===== src/rtl/round_share_arb_pkg.sv =====
// Rounding-mode constants, request/result payloads and the shared increment rule
// used by round_mult, round_share_arb and fp_mult.
package round_defs;

  localparam logic [2:0] IEEE_NEAR = 3'd0;
  localparam logic [2:0] IEEE_ZERO = 3'd1;
  localparam logic [2:0] IEEE_PINF = 3'd2;
  localparam logic [2:0] IEEE_NINF = 3'd3;
  localparam logic [2:0] NEAR_UP   = 3'd4;
  localparam logic [2:0] AWAY_ZERO = 3'd5;

  typedef struct packed {
    logic [24:0] mant;
    logic        guard;
    logic        sticky;
    logic        sign;
    logic [2:0]  round;
  } round_req_t;

  typedef struct packed {
    logic [24:0] mant;
    logic        inexact;
    logic        exp_inc;
    logic        src;
  } round_res_t;

  // Unknown modes fall into the default arm and round to nearest-even.
  function automatic logic round_incr(input round_req_t r);
    logic inx;
    inx = r.guard | r.sticky;
    case (r.round)
      IEEE_ZERO: round_incr = 1'b0;
      IEEE_PINF: round_incr = inx & ~r.sign;
      IEEE_NINF: round_incr = inx & r.sign;
      NEAR_UP:   round_incr = r.guard;
      AWAY_ZERO: round_incr = inx;
      default:   round_incr = r.guard & (r.sticky | r.mant[0]);
    endcase
  endfunction

endpackage


===== src/rtl/round_share_arb_round_mult.sv =====
// Mantissa rounding: add the increment and renormalise when it carries into bit 24.
module round_mult
  import round_defs::*;
(
  input  round_req_t  req,
  output logic [24:0] mant
);

  logic [24:0] sum;

  always_comb begin
    sum  = req.mant + 25'(round_incr(req));
    mant = sum[24] ? {1'b0, sum[24:1]} : sum;
  end

endmodule


===== src/rtl/round_share_arb.sv =====
// Two-lane round-robin front end sharing one round_mult through a two-stage
// valid/ready pipeline (S1 input register, S2 output register).
module round_share_arb
  import round_defs::*;
#(
  parameter int NREQ  = 2,
  parameter int CNT_W = 16
) (
  input  logic                       clk,
  input  logic                       rst,
  input  logic [NREQ-1:0]            req_valid,
  output logic [NREQ-1:0]            req_ready,
  input  logic [NREQ-1:0][24:0]      req_mant,
  input  logic [NREQ-1:0]            req_guard,
  input  logic [NREQ-1:0]            req_sticky,
  input  logic [NREQ-1:0]            req_sign,
  input  logic [NREQ-1:0][2:0]       req_round,
  output logic                       res_valid,
  input  logic                       res_ready,
  output logic [24:0]                res_mant,
  output logic                       res_inexact,
  output logic                       res_exp_inc,
  output logic                       res_src,
  output logic [CNT_W-1:0]           inexact_cnt,
  output logic                       busy
);

  round_req_t [NREQ-1:0] lane_req;

  for (genvar i = 0; i < NREQ; i++) begin : g_lane
    assign lane_req[i] = '{mant: req_mant[i], guard: req_guard[i], sticky: req_sticky[i],
                           sign: req_sign[i], round: req_round[i]};
  end

  logic [2:1]       vld_pipe_q, vld_pipe_d;
  round_req_t       s1_q, s1_d;
  logic             s1_src_q, s1_src_d;
  round_res_t       s2_q, s2_d;
  logic             last_grant_q, last_grant_d;
  logic [CNT_W-1:0] cnt_q, cnt_d;

  logic             adv1, adv2, hs, exp_inc;
  logic [NREQ-1:0]  grant;
  logic [24:0]      rnd_mant;

  round_mult u_round (
    .req  (s1_q),
    .mant (rnd_mant)
  );

  always_comb begin
    adv2  = ~vld_pipe_q[2] | res_ready;
    adv1  = ~vld_pipe_q[1] | adv2;
    grant = '0;
    if (adv1) begin
      case (req_valid)
        2'b01:   grant = 2'b01;
        2'b10:   grant = 2'b10;
        2'b11:   grant = last_grant_q ? 2'b01 : 2'b10;
        default: grant = 2'b00;
      endcase
    end
    hs           = |(req_valid & grant);
    last_grant_d = hs ? grant[1] : last_grant_q;

    vld_pipe_d = vld_pipe_q;
    s1_d       = s1_q;
    s1_src_d   = s1_src_q;
    if (hs) begin
      vld_pipe_d[1] = 1'b1;
      s1_d          = lane_req[grant[1]];
      s1_src_d      = grant[1];
    end else if (adv2) begin
      vld_pipe_d[1] = 1'b0;
    end

    // Carry-out only happens when an all-ones mantissa is bumped.
    exp_inc = vld_pipe_q[1] & round_incr(s1_q) & (s1_q.mant[23:0] == 24'hFFFFFF);

    s2_d = s2_q;
    if (adv2) begin
      vld_pipe_d[2] = vld_pipe_q[1];
      if (vld_pipe_q[1])
        s2_d = '{mant: rnd_mant, inexact: s1_q.guard | s1_q.sticky,
                 exp_inc: exp_inc, src: s1_src_q};
    end

    cnt_d = cnt_q;
    if (vld_pipe_q[2] && res_ready && s2_q.inexact && cnt_q != '1)
      cnt_d = cnt_q + 1'b1;
  end

  always_ff @(posedge clk) begin
    if (rst) begin
      vld_pipe_q   <= '0;
      s1_q         <= '0;
      s1_src_q     <= 1'b0;
      s2_q         <= '0;
      last_grant_q <= 1'b1;
      cnt_q        <= '0;
    end else begin
      vld_pipe_q   <= vld_pipe_d;
      s1_q         <= s1_d;
      s1_src_q     <= s1_src_d;
      s2_q         <= s2_d;
      last_grant_q <= last_grant_d;
      cnt_q        <= cnt_d;
    end
  end

  assign req_ready   = grant;
  assign res_valid   = vld_pipe_q[2];
  assign res_mant    = s2_q.mant;
  assign res_inexact = s2_q.inexact;
  assign res_exp_inc = s2_q.exp_inc;
  assign res_src     = s2_q.src;
  assign inexact_cnt = cnt_q;
  assign busy        = |vld_pipe_q;

endmodule


===== config.mk =====
export PLATFORM = sky130hd
export DESIGN_NAME = round_share_arb
export DESIGN_NICKNAME = d
export VERILOG_FILES = /design/src/rtl/round_share_arb_pkg.sv /design/src/rtl/round_share_arb_round_mult.sv /design/src/rtl/round_share_arb.sv
export SDC_FILE = /design/constraint.sdc
export NUM_CORES = 1
export LEC_CHECK = 0
export BUFFER_PORTS_ARGS = -buffer_cell sky130_fd_sc_hd__buf_2
export CORE_UTILIZATION = 53
export DETAILED_ROUTE_END_ITERATION = 12
export PLACE_DENSITY = 0.8
export SYNTH_ARGS = -nofsm -noshare
export SYNTH_HDL_FRONTEND = slang
export SYNTH_SLANG_ARGS = --single-unit

===== constraint.sdc =====
create_clock -name clk -period 3.4 [get_ports clk]
set_input_delay 0.68 -clock clk [delete_from_list [all_inputs] [get_ports clk]]
set_output_delay 0.68 -clock clk [all_outputs]
set_load 0.1 [all_outputs]

# Word-level counts from Yosys, hierarchy flattened
# Cells that the tools add are included.
# word_totals
inputBits	67
mem_count	0
word_cells	56
mem_bits_ro	0
ram_bits	0
regBits	79
output_inout_bits	48
latch_bits	0
# classes
mul	0
add_sub_neg	2
shifts	0
bitwise	13
n_lt_le_gt_ge	1
reduce_logical	7
n_mux	9
eq_ne	10
n_div	0
# op_table
cell	count
31-bit two-way mux	2
25-bit by 1-bit adder with 25-bit output	1
24-bit == test, second input constant	1
24-bit two-way mux	1
16-bit by 1-bit adder with 16-bit output, second input constant	1
16-bit != test, second input constant	1
3-bit by 2-bit == test with 1-bit output, second input constant	2
3-bit == test, second input constant	2
2-bit one-hot mux with 3 select lines	1
1-bit bitwise AND	5
1-bit one-hot mux with 5 select lines	1
2-bit == test, second input constant	2
2-bit two-way mux	2
1-bit OR	4
2-bit OR reduction	2
3-bit by 1-bit == test with 1-bit output, second input constant	1
1-bit logical AND	3
1-bit inverter	3
2-bit bitwise AND	1
2-bit by 1-bit == test with 1-bit output, second input constant	1
1-bit by 2-bit < comparator with 1-bit output, second input constant	1
1-bit two-way mux	2
2-bit AND reduction	1
2-bit nonzero test	1

# Logic depth before layout (Yosys ltp)
# Gate-level depths: netlist of the first run.
# logic_depth
word_depth	7
depth_mapped	12
depth_no_buf	10

# Modules after synthesis
# From an unflattened synthesis of the first run, not the netlist that was laid out.
# unflattened
hier_cells	656
area_unflattened_um2	4787.1
# modules_own_cells
module	n_inst	cells_per_inst	area_each_um2
round_share_arb	1	433	3408.3
round_mult	1	223	1378.8

# Worst setup path after synthesis of the first run
# No wires, ideal clock.
# synth_timing
path_type	reg-to-output
start	register vld_pipe_q[2] in the netlist's numbering
end	output req_ready[0]
path_slack_ns	0.221
t_required_ns	2.720
path_buffers	1
path_stages_with_launch	6
arrival_time_ns	2.499
cell_sequence	dfxtp_1 > nor2b_1 > nand2_1 > nand3_1 > clkbuf_1 > inv_1
# synth_via
elab_chain_len	4
# synth_rtl
element	line_no	text
start: declaration	round_share_arb.sv:35	logic [2:1] vld_pipe_q, vld_pipe_d;
start signal: assignment	round_share_arb.sv:102	vld_pipe_q <= vld_pipe_d;
1-bit inverter	round_share_arb.sv:52	adv2 = ~vld_pipe_q[2] | res_ready;
1-bit OR	round_share_arb.sv:52	
1-bit OR	round_share_arb.sv:53	adv1 = ~vld_pipe_q[1] | adv2;
2-bit two-way mux	round_share_arb.sv:55	if (adv1) begin
end: declaration	round_share_arb.sv:12	output logic [NREQ-1:0] req_ready,
# No other way between the ends.

# Final worst setup path of the first run
# layout_timing
start	register s1_q[0] in the netlist's numbering
end	register s2_q (netlist bit res_mant[17])
# layout_via
elab_chain_len	4
# layout_rtl
element	line_no	text
start: declaration	round_share_arb.sv:36	round_req_t s1_q, s1_d;
start signal: assignment	round_share_arb.sv:96	s1_q <= '0;
start signal: assignment	round_share_arb.sv:103	s1_q <= s1_d;
3-bit == test (tied with other cells)	round_share_arb_pkg.sv:31	case (r.round)
1-bit one-hot mux with 5 select lines *	round_share_arb_pkg.sv:31	
25-bit by 1-bit adder with 25-bit output *	round_share_arb_round_mult.sv:12	sum = req.mant + 25'(round_incr(req));
24-bit two-way mux *	round_share_arb_round_mult.sv:13	mant = sum[24] ? {1'b0, sum[24:1]} : sum;
end signal: assignment	round_share_arb.sv:98	s2_q <= '0;
end signal: assignment	round_share_arb.sv:105	s2_q <= s2_d;
end: declaration	round_share_arb.sv:38	round_res_t s2_q, s2_d;
# Mark *: on every way between the ends. The rest lies on a longest branch, timed or not.
# A chain may end at the register's enable or synchronous reset.

==> results of run 1 <==
through the flow:
step	setup slack, ns	power (mW)	utilization, %	cells	hold WS [ns]
floorplan	0.221	1.49	-	509	0.432
global placement	0.312	1.61	63.0	699	0.439
detailed placement	0.191	1.62	63.0	699	0.446
CTS	0.197	2.25	65.1	713	0.454
global route	0.0286	2.34	65.3	713	0.476
finish	0.238	2.25	65.3	713	0.451
power breakdown:
group / switching [mW] / internal, mW
logic: 0.388 / 0.163
registers: 0.0784 / 0.976
clock network: 0.317 / 0.332
cell families after synthesis:
kind of cell | Yosys count | synth area share, %
XOR/XNOR | 24 | 4.93
adder cells (fa/ha/maj) | 3 | 0.881
AO/OA/AOI/OAI | 115 | 19.4
flip-flops | 78 | 36.6
buffers and inverters | 47 | 4.76
multiplexers | 34 | 8.04
AND/OR/NAND/NOR | 207 | 25.2
other | 1 | 0.0880
sequential cells by signal, indices dropped and copies added, names as in the netlist:
signal and flops:
res_inexact 1, s1_q 31, inexact_cnt 16, res_mant 24
res_src 1, res_exp_inc 1, vld_pipe_q 2, last_grant_q 1
s1_src_q 1
worst max path at each step:
stage / to / slack [ns] / depth (start not counted)
global placement: res_mant[18] / 0.31 / 10
CTS: res_mant[17] / 0.20 / 10
global route: res_mant[17] / 0.03 / 10
detailed placement: res_mant[17] / 0.19 / 10
finish: res_mant[17] / 0.24 / 10
floorplan: req_ready[0] / 0.22 / 5
synthesized netlist by cell type (all sizes together), types with 8 or more instances:
cell type and n:
dfxtp 78, nor2 56, a211oi 40, nand3 39
mux2i 32, o31ai 27, clkbuf 25, nor3 25
a21oi 23, nand2 21, nor4 17, xor2 16
nand4 14, buf 12, inv 10, xnor2 8
layer usage:
layer  track usage (%)  part of all wire [%]  wire length (um)  vias to the layer above
met5                 0                     0                 0                        -
met4              7.41                   1.3               140                        0
met3              4.48                   6.4               696                       15
met2              38.9                    45              4930                      171
met1              37.1                    47              5170                     1953
li1                  -                     -                 -                     2115
final cells by class:
class	count	area share (%)
clock buffers	12	2.67
clock inverters	2	0.691
inverters	10	0.740
multi-input cells	384	49.7
flip-flops and latches	78	30.8
well taps	102	2.52
repair buffers	125	12.9
timing repair:
item,in CTS,in global routing
resized for setup,0,2
setup endpoints to repair,0,12
hold buffers,0,0
critical path, delay by kind of cell (launching register included):
family          cells  cell delay [ns]
fa+ha+maj           2             0.42
simple gates        4             1.55
flops               1             0.35
compound gates      4             0.70
==> PnR_summary.wiki, run 1 <==
{| class="wikitable"
! Metric !! Value
|-
| Ordered cell list for the critical path || or2_2, o22ai_1, a21o_1, ha_1, ha_1, nand3_2, or4_4, or3_4, a211oi_1, o31ai_1
|-
| Count of cell types in the netlist || 50
|-
| # Max-Cap Violations || 0
|-
| Post-DRT Antenna Nets || 0
|-
| HP Class || flip-flop to flip-flop
|-
| Maximum buffer depth of the clock tree || 2
|-
| Transition time at the pin with the least slew margin || 0.903 ns
|-
| Vias per inst || 5.97
|-
| Worst Path Max Fanout || 22
|-
| # Post-CTS Setup Buffers || 0
|-
| Worst Path Required || 3.61 ns
|-
| Pleak || 2.17 nW
|-
| Number of nets in the layout || 678
|-
| Clock insertion delay at the later pin of the skew report || 0.34 ns
|-
| CTS Buf Count || 9
|-
| Min-delay src || res_exp_inc
|-
| Total standard cell area after synthesis || 4260 um2
|-
| Grt ovf || 0
|-
| Vertical extent of the die || 91.7 um
|-
| Sum of routed wire length over all layers || 10.9 mm
|-
| Worst Setup Path Type || flip-flop to flip-flop
|-
| Setup slack of the worst register-to-register path || 0.24 ns
|-
| Routed wire length per instance || 15.3 um
|-
| RSZ-0062 raised after global routing || no
|-
| Cell taking the most area after synthesis || dfxtp_1
|-
| Setup Viol. Count Final || 0
|-
| Synth async-reset ratio || 0%
|-
| Minimum clock period || 3.16 ns
|-
| Multi-input gate area in the final layout || 2520 um2
|-
| CP startpoint kind || flip-flop
|-
| Fraction of final layout cells sized beyond drive strength 1 || 25.2%
|-
| Number of clock sinks || 78
|-
| Placement Rows || 32
|-
| Clock skew || 0.0101 ns
|-
| Hold-critical path endpoint || res_exp_inc
|-
| Count of flip-flops with a built-in enable after synthesis || 0
|-
| Area share of the largest cell type after synthesis || 36.6%
|-
| Top cells by area in the synthesized netlist || dfxtp_1, mux2i_1, a211oi_1
|-
| Max_slew headroom || 39.7%
|-
| R2r endpoint || res_mant[17]
|-
| Post-route cell area || 5070 um2
|-
| Pwr Density || 445 nW/um2
|-
| Die outline area || 8400 um2
|-
| Number of filler instances in the final layout || 665
|-
| Worst r2r src || s1_q[0]
|-
| Number of DRC violations after detailed-routing iteration 0 || 266
|-
| Yosys warns || 0
|-
| Worst hold path depth || 2
|-
| Via count of the routed design || 4254
|-
| Endpoint kind of the worst setup timing path || flip-flop
|-
| Tcrit/Tclk final || 93.0%
|-
| Depth of the worst register-to-register path || 10
|-
| Most frequent cells in the layout || buf_2, dfxtp_1, nor2_1
|-
| Pins over their slew limit || 0
|-
| Seq cells post-synth || 78
|-
| CTS tree || built
|-
| CP arrival || 3.37 ns
|-
| All-layer global routing usage || 25.6%
|-
| Fmax || 316 MHz
|-
| Cell count after synthesis || 509
|-
| Worst setup startpoint || s1_q[0]
|-
| Cell area reported after detailed placement || 4890 um2
|-
| Final estimated routing congestion in global placement || 0.875
|-
| Register cell area after layout || 1560 um2
|-
| Area added between synthesis and finish || 19.0%
|-
| Ant diodes || 0
|-
| Total nets after synthesis || 579
|-
| Wire length of the first global-routing pass || 17.4 mm
|-
| Vias in the first global route || 3654
|-
| Initial cell density of the core || 54.9%
|-
| Antenna violations before repair || 0
|-
| Max rail drop VDD || 0.352 mV
|-
| Portion of the post-synthesis area used by sequential elements || 36.6%
|-
| Most used flip-flop cell after synthesis || dfxtp_1
|-
| Result of the run || complete, no violations
|-
| Total DRC errors in the routed layout || 0
|-
| Cell with the largest stage delay on the worst path || or4_4
|-
| Largest net degree at the start of global routing || 63
|-
| Width of the die || 91.7 um
|-
| Largest incremental delay on the critical path || 0.62 ns
|-
| Clock Root Buffer || clkbuf_8
|-
| Synthesized area divided by synthesized cell count || 8.37 um2
|-
| Number of hold violations in the final report || 0
|-
| CP dominant cell by count || ha_1
|-
| Area of the core || 7770 um2
|-
| Setup TNS || 0 ns
|-
| Port Buf Inserts || 113
|-
| Top-level port count || 115
|-
| Most common library cell in the layout ignoring fill and taps || buf_2
|-
| H-tree depth || 3
|-
| DR pass1 iterations || 5
|-
| Post-detailed-placement half-perimeter wirelength || 7.93 mm
|-
| Clock transition at the registers of the reported paths || 0.08 ns
|}
No activity file was read; power rests on OpenSTA's default activity.
==> run 2, diff against run 1 <==
--- a/config.mk
+++ b/config.mk
@@ -6,9 +6,10 @@
 export NUM_CORES = 1
 export LEC_CHECK = 0
 export BUFFER_PORTS_ARGS = -buffer_cell sky130_fd_sc_hd__buf_2
+export CAP_MARGIN = 20
 export CORE_UTILIZATION = 53
 export DETAILED_ROUTE_END_ITERATION = 12
-export PLACE_DENSITY = 0.8
+export PLACE_DENSITY = 0.77
 export SYNTH_ARGS = -nofsm -noshare
 export SYNTH_HDL_FRONTEND = slang
 export SYNTH_SLANG_ARGS = --single-unit
==> run 2 against run 1 <==
Compared with the run above:
- largest power group unchanged
- first-iteration DRC count grew 23%
- combinational power is essentially flat
- utilization grew 0.35 points
- highest routed layer unchanged
==> PnR_summary.wiki, run 2 (synthesis gave the netlist of run 1 again) <==
{| class="wikitable"
! Metric !! Value
|-
| Result of the run || complete, no violations
|-
| DR pass1 iterations || 5
|-
| Clock skew || 0.0110 ns
|-
| Ordered cell list for the critical path || nor2_1, o41ai_1, a21o_1, ha_1, ha_1, nand3_2, or4_1, or3_4, a211oi_1, o31ai_1
|-
| Placement Rows || 32
|-
| CP dominant cell by count || ha_1
|-
| Number of DRC violations after detailed-routing iteration 0 || 327
|-
| Buffering stage count on the worst path with inverters included || 0
|-
| Cell with the largest stage delay on the worst path || or4_1
|-
| Setup Viol. Count Final || 0
|-
| Total DRC errors in the routed layout || 0
|-
| Minimum clock period || 3.21 ns
|-
| Wire length of the first global-routing pass || 18.9 mm
|-
| P_sw || 800 uW
|-
| Post-detailed-placement half-perimeter wirelength || 8.23 mm
|-
| Worst hold slack || 0.458 ns
|-
| # Max-Cap Violations || 0
|-
| Area of the core || 7770 um2
|-
| Clock Root Buffer || clkbuf_8
|-
| HP Class || flip-flop to flip-flop
|-
| Worst Setup Path Type || flip-flop to flip-flop
|-
| CP startpoint kind || flip-flop
|-
| Switch share || 33.7%
|-
| Number of filler instances in the final layout || 687
|-
| Die outline area || 8400 um2
|-
| Post-route setup slack || 0.187 ns
|-
| Transition time at the pin with the least slew margin || 0.871 ns
|-
| Largest net degree at the start of global routing || 63
|-
| Fmax || 311 MHz
|-
| Largest reg by FF count || s1_q
|-
| Worst setup timing slack at the placement stage || 0.0898 ns
|-
| Max rail drop VDD || 0.266 mV
|-
| Clock transition at the registers of the reported paths || 0.08 ns
|-
| Family of cells with the greatest summed delay on the critical path || simple AND/OR/NAND/NOR gates
|-
| Post-DRT Antenna Nets || 0
|-
| # Post-CTS Setup Buffers || 0
|-
| Largest register FFs || 31
|-
| Sequential Power Share || 44.4%
|-
| Tcrit/Tclk final || 94.5%
|-
| Area added between synthesis and finish || 19.6%
|-
| RSZ-0062 raised after global routing || yes
|-
| Port Buf Inserts || 113
|-
| Portion of total power attributed to combinational logic || 23.4%
|-
| Vertical extent of the die || 91.7 um
|-
| Fraction of final layout cells sized beyond drive strength 1 || 25.4%
|-
| Number of nets in the layout || 676
|-
| Initial cell density of the core || 54.9%
|-
| Worst Path Required || 3.62 ns
|-
| CTS Buf Count || 9
|-
| Most frequent cells in the layout || buf_2, dfxtp_1, nor2_1
|-
| Width of the die || 91.7 um
|-
| P_int || 1.57 mW
|-
| Largest incremental delay on the critical path || 0.69 ns
|-
| Top-level port count || 115
|-
| Via count of the routed design || 4306
|-
| Number of hold violations in the final report || 0
|-
| Routed wire length per instance || 15.9 um
|-
| Most common library cell in the layout ignoring fill and taps || buf_2
|-
| Final estimated routing congestion in global placement || 0.886
|-
| Pins over their slew limit || 0
|-
| Part of the total power dissipated in the clock network || 32.2%
|-
| Ant diodes || 0
|-
| Antenna violations before repair || 0
|-
| Maximum buffer depth of the clock tree || 2
|-
| Endpoint kind of the worst setup timing path || flip-flop
|-
| H-tree depth || 3
|-
| CP arrival || 3.44 ns
|-
| Worst setup startpoint || s1_q[4]
|-
| Max_slew headroom || 41.8%
|-
| All-layer global routing usage || 28.0%
|-
| Clock insertion delay at the later pin of the skew report || 0.36 ns
|-
| Worst Path Max Fanout || 22
|-
| Grt ovf || 0
|-
| Pwr Density || 465 nW/um2
|-
| Pleak || 2.18 nW
|-
| CTS tree || built
|-
| Power consumption || 2.37 mW
|-
| Vias per inst || 6.04
|-
| Sum of routed wire length over all layers || 11.3 mm
|-
| Number of clock sinks || 78
|-
| Vias in the first global route || 3958
|-
| Min-delay src || res_exp_inc
|-
| Worst r2r src || s1_q[4]
|}
run 2: cell count changes in the layout (fill, tap and decap cells not counted), sizes merged:
cell	change
bufinv	+1
clkinv	+1
buf	-2
run 2: metal layers:
layer	share of wire (%)	global-route usage [%]	vias up
li1	-	-	2111
met1	47	38.8	2014
met2	45	43.5	159
met3	5.6	3.98	22
met4	2.2	11.6	0
met5	0	0	-
run 2: what timing repair did:
action	CTS	global route
endpoints found under the setup margin	0	23
gates resized for setup	0	2
hold buffers	0	0
run 2: path summary, 6_finish.rpt:
check	depth (start not counted)	to	slack [ns]
setup / recovery	10	res_mant[17]	0.19
hold reg to reg	2	res_exp_inc	0.46
hold / removal	2	res_exp_inc	0.46
setup reg to reg	10	res_mant[17]	0.19
run 2: per-stage QoR:
stage | utilization [%] | setup TNS (ns) | cell area, um2 | cells
2_1_floorplan | - | 0 | 4260 | 509
3_3_place_gp | 62.8 | 0 | 4870 | 697
3_5_place_dp | 62.8 | 0 | 4870 | 697
4_1_cts | 65.5 | 0 | 5090 | 713
5_1_grt | 65.6 | -0.0322 | 5100 | 713
6_report | 65.6 | 0 | 5100 | 713
run 2: power groups by stage:
stage               sequential [mW]  combinational, mW  clock, mW
finish                         1.05              0.554      0.763
global placement               1.07              0.541          0
floorplan                      1.22              0.270          0
global route                   1.06              0.595      0.810
detailed placement             1.07              0.549          0
CTS                            1.05              0.551      0.770
run 2: final cells by class:
type | count | area, um2 | area share, %
Sequential cell | 78 | 1560 | 30.6
Clock inverter | 4 | 70.1 | 1.37
Inverter | 10 | 37.5 | 0.736
Clock buffer | 12 | 145 | 2.85
Multi-Input combinational cell | 384 | 2510 | 49.3
Tap cell | 102 | 128 | 2.50
Timing Repair Buffer | 123 | 641 | 12.6
run 2: worst min-delay path, cell delays in order, from the launching register on:
cell and delay, ns:
dfxtp_1 0.31, nand2_1 0.05, a21oi_1 0.05
==> run 3, diff against run 2 <==
--- a/config.mk
+++ b/config.mk
@@ -10,6 +10,7 @@
 export CORE_UTILIZATION = 53
 export DETAILED_ROUTE_END_ITERATION = 12
 export PLACE_DENSITY = 0.77
+export RECOVER_POWER = 50
 export SYNTH_ARGS = -nofsm -noshare
 export SYNTH_HDL_FRONTEND = slang
 export SYNTH_SLANG_ARGS = --single-unit
==> run 3 against run 2 <==
Compared with the run above:
- the flow now finishes with violations (max-capacitance violations, max-slew violations)
- wire length increased by 0.62%
- non-clock buffer count unchanged
- clock power about the same
- die area did not move
- count of clock-buffer cells in the layout is the same
- total power hardly changed
- setup slack improved by 0.0015 ns
- sequential cell count is the same
- critical endpoint unchanged
- largest cell class unchanged
==> PnR_summary.wiki, run 3 (synthesis gave the netlist of run 1 again) <==
{| class="wikitable"
! Metric !! Value
|-
| Result of the run || complete, but fails checks
|-
| Violated checks || max-capacitance violations, max-slew violations
|-
| Post-Place Cells || 697
|-
| Multi-input gate area in the final layout || 2510 um2
|-
| Via count of the routed design || 4332
|-
| Power consumption || 2.37 mW
|-
| Worst hold path depth || 2
|-
| Vias per inst || 6.08
|-
| Final core utilization || 65.0%
|-
| Worst Path Required || 3.62 ns
|-
| Met2 Wirelength || 5.16 mm
|-
| Depth of the worst register-to-register path || 10
|-
| Largest register FFs || 31
|-
| Post-DRT Antenna Nets || 0
|-
| All-layer global routing usage || 28.0%
|-
| Met1 Routed Length || 5.21 mm
|-
| # Max-Cap Violations || 1
|-
| CP startpoint kind || flip-flop
|-
| Number of non-filler instances in the completed layout || 713
|-
| Top-level port count || 115
|-
| Worst setup timing slack at the placement stage || 0.0898 ns
|-
| Worst hold slack || 0.461 ns
|-
| Number of nets in the layout || 676
|-
| Post-detailed-placement half-perimeter wirelength || 8.23 mm
|-
| Routed wire length per instance || 16.0 um
|-
| Vertical extent of the die || 91.7 um
|-
| Grt ovf || 0
|-
| Clock insertion delay at the later pin of the skew report || 0.36 ns
|-
| Tcrit/Tclk final || 94.5%
|-
| Sum of routed wire length over all layers || 11.4 mm
|-
| Largest net degree at the start of global routing || 63
|-
| Max rail drop VDD || 0.269 mV
|-
| # hold bufs at CTS || 0
|-
| P_sw || 802 uW
|-
| Most common library cell in the layout ignoring fill and taps || dfxtp_1
|-
| HP Class || flip-flop to flip-flop
|-
| RSZ-0062 raised after global routing || yes
|-
| Worst Path Max Fanout || 22
|-
| Pins over their slew limit || 34
|-
| Pwr Density || 469 nW/um2
|-
| # Post-CTS Setup Buffers || 0
|-
| Ant diodes || 0
|-
| Endpoint kind of the worst setup timing path || flip-flop
|-
| P_int || 1.57 mW
|-
| Length of routed met3 wiring || 769 um
|-
| Maximum buffer depth of the clock tree || 2
|-
| Total DRC errors in the routed layout || 0
|-
| Number of clock sinks || 78
|-
| CP arrival || 3.43 ns
|-
| Max_slew headroom || -50.3%
|-
| Area added between synthesis and finish || 18.5%
|-
| Final estimated routing congestion in global placement || 0.886
|-
| Largest reg by FF count || s1_q
|-
| Wire length of the first global-routing pass || 18.9 mm
|-
| CTS tree || built
|-
| Pleak || 2.02 nW
|-
| Port Buf Inserts || 113
|-
| Clock Root Buffer || clkbuf_8
|-
| H-tree depth || 3
|-
| Initial cell density of the core || 54.9%
|-
| CTS Buf Count || 9
|-
| Number of DRC violations after detailed-routing iteration 0 || 332
|-
| Post-route setup slack || 0.188 ns
|-
| Most frequent cells in the layout || dfxtp_1, buf_2, nor2_1
|-
| Fraction of final layout cells sized beyond drive strength 1 || 19.3%
|-
| Width of the die || 91.7 um
|-
| Switch share || 33.9%
|-
| Transition time at the pin with the least slew margin || 2.26 ns
|-
| Antenna violations before repair || 0
|-
| Area of the core || 7770 um2
|-
| Clock transition at the registers of the reported paths || 0.08 ns
|-
| Minimum clock period || 3.21 ns
|-
| Post_cts resized || 0
|-
| Number of filler instances in the final layout || 700
|-
| Number of hold violations in the final report || 0
|-
| Top layer used by detailed routing || met4
|-
| Post-route cell area || 5050 um2
|-
| Sequential Power Share || 44.5%
|-
| Setup TNS || 0 ns
|-
| DR pass1 iterations || 5
|-
| Placement Rows || 32
|-
| Vias in the first global route || 3958
|-
| Clock skew || 0.0102 ns
|-
| Register cell area after layout || 1560 um2
|-
| Portion of total power attributed to combinational logic || 23.2%
|-
| Part of the total power dissipated in the clock network || 32.2%
|-
| Die outline area || 8400 um2
|-
| Cell area reported after detailed placement || 4870 um2
|-
| Worst Setup Path Type || flip-flop to flip-flop
|-
| Setup Viol. Count Final || 0
|-
| Fmax || 311 MHz
|}
==> run 3: cell type report <==
class | instances | area share, %
Inverter | 10 | 0.743
Clock buffer | 12 | 2.87
Multi-Input combinational cell | 384 | 49.8
Timing Repair Buffer | 123 | 11.7
Sequential cell | 78 | 30.9
Clock inverter | 4 | 1.39
Tap cell | 102 | 2.53
==> run 3: power by group through the flow <==
stage / registers (mW) / clock network (mW) / logic [mW]
2_1_floorplan: 1.22 / 0 / 0.270
3_3_place_gp: 1.07 / 0 / 0.541
3_5_place_dp: 1.07 / 0 / 0.549
4_1_cts: 1.05 / 0.770 / 0.551
5_1_grt: 1.06 / 0.810 / 0.592
6_report: 1.05 / 0.764 / 0.551
==> run 3: path summary, 6_finish.rpt <==
check | from | end | slack (ns)
hold reg to reg | res_exp_inc | res_exp_inc | 0.46
setup reg to reg | s1_q[4] | res_mant[17] | 0.19
hold / removal | res_exp_inc | res_exp_inc | 0.46
setup / recovery | s1_q[4] | res_mant[17] | 0.19
==> run 3: critical path: stages, from the launching register on <==
cell	delay [ns]
dfxtp_1	0.41
nor2_1	0.09
o41ai_1	0.34
a21o_1	0.17
ha_1	0.19
ha_1	0.22
nand3_2	0.09
or4_1	0.68
or3_4	0.52
a211oi_1	0.27
o31ai_1	0.10
==> run 3: per-layer routing <==
layer  GRT usage, %  vias up
li1               -     2115
met1           38.8     2007
met2           43.5      187
met3           3.98       23
met4           11.6        0
met5              0        -
